`src/rtl/sap1_datapath_if.sv`:
```
// Control/program-load/status bundle between the SAP-1 sequencer side and the datapath.
interface sap1_datapath_if;
  logic [14:0] ctrl;
  logic        prog_we;
  logic [3:0]  prog_addr;
  logic [7:0]  prog_data;
  logic [3:0]  opcode;
  logic [7:0]  out_reg;
  logic        flag_c;
  logic        flag_z;
  logic        bus_conflict;
  logic [3:0]  dbg_pc;
  logic [7:0]  dbg_a;

  // Sequencer / loader side: drives control and program-load, observes status.
  modport master (
    output ctrl, prog_we, prog_addr, prog_data,
    input  opcode, out_reg, flag_c, flag_z, bus_conflict, dbg_pc, dbg_a
  );

  // Datapath side.
  modport slave (
    input  ctrl, prog_we, prog_addr, prog_data,
    output opcode, out_reg, flag_c, flag_z, bus_conflict, dbg_pc, dbg_a
  );
endinterface

```
`src/rtl/sap1_datapath.sv`:
```
// SAP-1 datapath: PC, MAR, MDR, RAM, IR, A, B, add/sub ALU and output register
// around a single 8-bit bus driven by the 15-bit control word.
module sap1_datapath #(
  parameter int unsigned RAM_DEPTH = 16,
  parameter logic [7:0]  BUS_IDLE  = 8'h00
) (
  input  logic           clk,
  input  logic           rst_n,
  sap1_datapath_if.slave dp
);

  // Decoded control lines, all active-high internally.
  logic c_p, e_p, l_p, l_ma, l_md, ce, l_r, l_i, e_i, l_a, e_a, s_u, e_u, l_b, l_o;

  logic [3:0] pc;
  logic [3:0] mar;
  logic [7:0] mdr;
  logic [7:0] ir;
  logic [7:0] a;
  logic [7:0] b;
  logic [7:0] out_q;
  logic       flag_c_q;
  logic       flag_z_q;
  logic [7:0] ram [RAM_DEPTH];

  logic [7:0] bus;
  logic [7:0] b_operand;
  logic [8:0] alu;
  logic [2:0] src_count;

  // Control word decode; _N bits are inverted here so the rest reads naturally.
  always_comb begin
    c_p  =  dp.ctrl[14];
    e_p  =  dp.ctrl[13];
    l_p  =  dp.ctrl[12];
    l_ma = ~dp.ctrl[11];
    l_md = ~dp.ctrl[10];
    ce   = ~dp.ctrl[9];
    l_r  = ~dp.ctrl[8];
    l_i  = ~dp.ctrl[7];
    e_i  = ~dp.ctrl[6];
    l_a  = ~dp.ctrl[5];
    e_a  =  dp.ctrl[4];
    s_u  =  dp.ctrl[3];
    e_u  =  dp.ctrl[2];
    l_b  = ~dp.ctrl[1];
    l_o  = ~dp.ctrl[0];
  end

  // Adder/subtractor; subtract is A + ~B + 1 so carry-out means "no borrow".
  always_comb begin
    b_operand = s_u ? ~b : b;
    alu       = {1'b0, a} + {1'b0, b_operand} + {8'b0, s_u};
  end

  // Bus multiplexer with fixed source priority E_U > E_A > CE > E_I > E_P.
  always_comb begin
    bus = BUS_IDLE;
    if (e_u)
      bus = alu[7:0];
    else if (e_a)
      bus = a;
    else if (ce)
      bus = ram[mar];
    else if (e_i)
      bus = {4'h0, ir[3:0]};
    else if (e_p)
      bus = {4'h0, pc};
  end

  // Count enabled bus sources to flag contention.
  always_comb begin
    src_count = {2'b0, e_u} + {2'b0, e_a} + {2'b0, ce} + {2'b0, e_i} + {2'b0, e_p};
  end

  // Program counter: a load takes precedence over increment.
  always_ff @(posedge clk) begin
    if (!rst_n)
      pc <= '0;
    else if (l_p)
      pc <= bus[3:0];
    else if (c_p)
      pc <= pc + 4'd1;
  end

  // Memory address and data registers.
  always_ff @(posedge clk) begin
    if (!rst_n) begin
      mar <= '0;
      mdr <= '0;
    end else begin
      if (l_ma) mar <= bus[3:0];
      if (l_md) mdr <= bus;
    end
  end

  // Instruction, accumulator, B and output registers.
  always_ff @(posedge clk) begin
    if (!rst_n) begin
      ir    <= '0;
      a     <= '0;
      b     <= '0;
      out_q <= '0;
    end else begin
      if (l_i) ir    <= bus;
      if (l_a) a     <= bus;
      if (l_b) b     <= bus;
      if (l_o) out_q <= bus;
    end
  end

  // Flags track only accumulator loads that come straight from the ALU.
  always_ff @(posedge clk) begin
    if (!rst_n) begin
      flag_c_q <= 1'b0;
      flag_z_q <= 1'b0;
    end else if (l_a && e_u) begin
      flag_c_q <= alu[8];
      flag_z_q <= (alu[7:0] == 8'h00);
    end
  end

  // RAM writes: the program-load port is issued last so it wins on an address
  // clash with a datapath store; different addresses both land.
  always_ff @(posedge clk) begin
    if (rst_n && l_r)
      ram[mar] <= mdr;
    if (dp.prog_we)
      ram[dp.prog_addr] <= dp.prog_data;
  end

  // Status outputs.
  always_comb begin
    dp.opcode       = ir[7:4];
    dp.out_reg      = out_q;
    dp.flag_c       = flag_c_q;
    dp.flag_z       = flag_z_q;
    dp.bus_conflict = (src_count > 3'd1);
    dp.dbg_pc       = pc;
    dp.dbg_a        = a;
  end

endmodule

```
`src/flat_wrapper.sv`:
```
// flat-port wrapper written by rule: the top's interface ports become plain ports
module sap1_datapath_flat 
#(
  parameter int unsigned RAM_DEPTH = 16,
  parameter logic [7:0]  BUS_IDLE  = 8'h00
)
  (clk, rst_n, dp_ctrl, dp_prog_we, dp_prog_addr, dp_prog_data, dp_opcode, dp_out_reg, dp_flag_c, dp_flag_z, dp_bus_conflict, dp_dbg_pc, dp_dbg_a);
  sap1_datapath_if dp_i ();
  input  logic clk;
  input  logic rst_n;
  input wire logic [$bits(dp_i.ctrl)-1:0] dp_ctrl;
  input wire logic [$bits(dp_i.prog_we)-1:0] dp_prog_we;
  input wire logic [$bits(dp_i.prog_addr)-1:0] dp_prog_addr;
  input wire logic [$bits(dp_i.prog_data)-1:0] dp_prog_data;
  output wire logic [$bits(dp_i.opcode)-1:0] dp_opcode;
  output wire logic [$bits(dp_i.out_reg)-1:0] dp_out_reg;
  output wire logic [$bits(dp_i.flag_c)-1:0] dp_flag_c;
  output wire logic [$bits(dp_i.flag_z)-1:0] dp_flag_z;
  output wire logic [$bits(dp_i.bus_conflict)-1:0] dp_bus_conflict;
  output wire logic [$bits(dp_i.dbg_pc)-1:0] dp_dbg_pc;
  output wire logic [$bits(dp_i.dbg_a)-1:0] dp_dbg_a;
  assign dp_i.ctrl = dp_ctrl;
  assign dp_i.prog_we = dp_prog_we;
  assign dp_i.prog_addr = dp_prog_addr;
  assign dp_i.prog_data = dp_prog_data;
  assign dp_opcode = dp_i.opcode;
  assign dp_out_reg = dp_i.out_reg;
  assign dp_flag_c = dp_i.flag_c;
  assign dp_flag_z = dp_i.flag_z;
  assign dp_bus_conflict = dp_i.bus_conflict;
  assign dp_dbg_pc = dp_i.dbg_pc;
  assign dp_dbg_a = dp_i.dbg_a;
  sap1_datapath #(.RAM_DEPTH(RAM_DEPTH), .BUS_IDLE(BUS_IDLE)) u_core (.clk(clk), .rst_n(rst_n), .dp(dp_i));
endmodule
```
`config.mk`:
```
export PLATFORM = sky130hd
export DESIGN_NAME = sap1_datapath_flat
export DESIGN_NICKNAME = d
export VERILOG_FILES = /design/src/rtl/sap1_datapath_if.sv /design/src/rtl/sap1_datapath.sv /design/src/flat_wrapper.sv
export SDC_FILE = /design/constraint.sdc
export NUM_CORES = 1
export LEC_CHECK = 0
export CAP_MARGIN = 30
export CORE_MARGIN = 1.5
export CORE_UTILIZATION = 50
export CTS_BUF_LIST = sky130_fd_sc_hd__clkbuf_4 sky130_fd_sc_hd__clkbuf_8 sky130_fd_sc_hd__clkbuf_16
export DETAILED_ROUTE_END_ITERATION = 8
export HOLD_SLACK_MARGIN = 0.12
export PLACE_DENSITY = 0.75
export SKIP_CTS_REPAIR_TIMING = 1
export SLEW_MARGIN = 10
export SYNTH_ARGS = -nofsm -noshare
export SYNTH_HDL_FRONTEND = slang
export SYNTH_SLANG_ARGS = --single-unit
```
`constraint.sdc`:
```
create_clock -name clk -period 3.4 [get_ports clk]
set_input_delay 0.34 -clock clk [delete_from_list [all_inputs] [get_ports clk]]
set_output_delay 0.34 -clock clk [all_outputs]
set_load 0.005 [all_outputs]
```
==> impl_metrics.py <==
metrics = {
    "cells_and_area": {
        "layout_commonest_cell": "mux2_2",
        "largest_register": "u_core.ram",
        "diodes": 0,
        "nNetsFinal": 836,
        "mostFrequentLayoutCells": "mux2_2, edfxtp_1, clkdlybuf4s50_1",
        "instances_no_fill": 1039,
        "largest_reg_flops": 128,
        "area_growth_pct": 14.6,
        "drive_gt1_frac": 0.281,
    },
    "clock_tree": {
        "htreeDepth": 4,
        "clkLatencyLatePin_ns": 0.43,
        "cts_buffers": 17,
        "cts_tree": "yes",
        "clock-sinks": 182,
        "cts.root.buffer_cell": "clkbuf_16",
        "cts_max_path_buffers": 2,
        "path_clk_slew_ns": 0.06,
    },
    "worst_setup_path": {
        "required_ns": 3.06,
        "crit_arrival_ns": 2.81,
        "cp_max_fo": 2,
        "start_kind": "primary input",
        "endpoint_kind": "output pin",
        "worst-setup-path-type": "primary input to output pin",
    },
    "routing": {
        "drc": 0,
        "detail_route.wl_per_cell_um": 24.9,
        "drtIter0Drc": 646,
        "num_vias": 6904,
        "drtAntennaViolNets": 0,
        "avgViaCountPerCell": 6.64,
        "routed_wl_um": 25900,
        "firstDrtPassIters": 5,
    },
    "worst_hold_path": {
        "hold_class": "flop to flop",
    },
    "timing": {
        "tightest_slew_ns": 0.952,
        "min_period_ns": 3.15,
        "worst_slack_ns": 0.248,
        "setup_violations": 0,
        "hold_violations": 0,
        "fmax_ghz": 0.317,
        "tns_ns": 0,
        "grt_setup_unrepaired": "false",
        "finalClockSkew_ns": 0.0123,
        "period_share": 0.927,
        "relSlewSlack": 0.364,
        "drv_slew": 0,
    },
    "synthesis": {
        "ys_ff_latch": 182,
        "synthDistinctLibCells": 64,
        "postSynthCellCount": 746,
        "synth_edf_count": 128,
        "async_flop_share": 0,
        "syn_area_per_cell_um2": 12.9,
        "syn-cell-area_mm2": 0.00960,
        "yosys_warnings": 0,
        "syn_nets": 790,
        "yosysSeqAreaShare": 0.513,
        "synthFlopType": "edfxtp_1",
    },
    "global_route": {
        "grt_antenna_before_repair": 0,
        "use_met3": 0.0466,
        "overflow": 0,
        "met2_usage": 0.441,
        "grtUsageMet1": 0.357,
        "grt_max_degree": 52,
        "top_usage_layer": "met2",
        "grt_pass1_vias": 6872,
        "grt.total_usage": 0.265,
        "grt_pass1_wl_um": 40000,
    },
    "floorplan": {
        "dieArea_mm2": 0.0200,
        "num_rows": 50,
        "io_pins": 57,
        "core_mm2": 0.0188,
        "floorplan.initialDensity": 0.511,
        "fp.dieH_um": 142,
        "die_width_um": 142,
    },
    "status": {
        "outcome": "complete, no violations",
    },
    "pwr": {
        "p_per_area_mw_per_mm2": 512,
        "peakVddDrop_mv": 0.363,
        "p_leak_nw": 3.99,
        "power.total_mw": 5.63,
    },
    "placement": {
        "post-place-ws_ns": 0.200,
        "hpwlAfterDp_um": 17200,
        "dp.cells": 1006,
        "port_buffers": 56,
        "gp_congestion": 0.929,
    },
    "flow_run": {
        "drv_cap": 0,
    },
}
==> per-layer routing <==
layer  vias to the layer above  share of wire
li1                       2994              -
met5                         -              0
met3                        46          0.085
met4                         0          0.023
met2                       419           0.48
met1                      3445           0.41
==> Yosys cell counts, drive strengths merged (6+ instances only) <==
| master | instances | area [µm²] |
|---|---|---|
| a21oi | 30 | 150 |
| a31oi | 6 | 37.5 |
| and3 | 9 | 56.3 |
| buf | 13 | 90.1 |
| clkbuf | 47 | 176 |
| dfxtp | 54 | 1080 |
| edfxtp | 128 | 3840 |
| ha | 11 | 138 |
| inv | 19 | 71.3 |
| mux2 | 136 | 1530 |
| mux4 | 29 | 694 |
| nand2 | 33 | 124 |
| nand2b | 14 | 87.6 |
| nand3 | 28 | 140 |
| nand3b | 6 | 45.0 |
| nor2 | 25 | 93.8 |
| o21ai | 28 | 140 |
| o22ai | 12 | 75.1 |
| o311ai | 7 | 61.3 |
| o31ai | 13 | 97.6 |
| xor2 | 11 | 96.3 |
==> kinds of logic after synthesis <==
family	after synthesis	synth area share
multiplexers	170	0.237
adder cells (fa/ha/maj)	14	0.0206
flip-flops	182	0.513
XOR/XNOR	16	0.0146
AND/OR/NAND/NOR	144	0.0790
AO/OA/AOI/OAI	141	0.100
buffers and inverters	79	0.0352
==> final cells by class <==
cell class | instances | area (µm²)
clock buffer | 18 | 433
clock inverter | 14 | 141
fill | 1464 | 7770
inverter | 19 | 71.3
multi-input combinational | 485 | 4330
sequential | 182 | 4920
tap | 234 | 293
timing repair buffer | 87 | 801
==> critical path: stages <==
cell and delay, ns:
clkdlybuf4s50_1 0.42, ha_1 0.30, inv_1 0.06, fa_1 0.40
nor2_1 0.14, fa_1 0.41, or2_2 0.29, clkdlybuf4s50_1 0.44
==> power by group <==
| group | internal (mW) | switching, mW |
|---|---|---|
| Combinational | 0.501 | 0.529 |
| Sequential | 2.51 | 0.151 |
| Clock | 1.04 | 0.894 |
==> worst paths after layout <==
kind | cells past startpoint | start | slack (ns) | endpoint
max | 8 | dp_ctrl[2] | 0.25 | dp_bus_conflict
min | 2 | u_core.ir[2]$_SDFFE_PN0N_ | 0.48 | u_core.ir[2]$_SDFFE_PN0N_
max reg2reg | 6 | flop | 0.56 | flop
min reg2reg | 2 | u_core.ir[2]$_SDFFE_PN0N_ | 0.48 | u_core.ir[2]$_SDFFE_PN0N_
==> through the flow <==
step	hold WS (ns)	util	cell area, µm²
floorplan	0.445	-	9600
global placement	0.460	0.555	10400
detailed placement	0.464	0.555	10400
CTS	0.474	0.586	11000
global route	0.499	0.586	11000
finish	0.483	0.586	11000
Power figures use the tool's default switching activity.
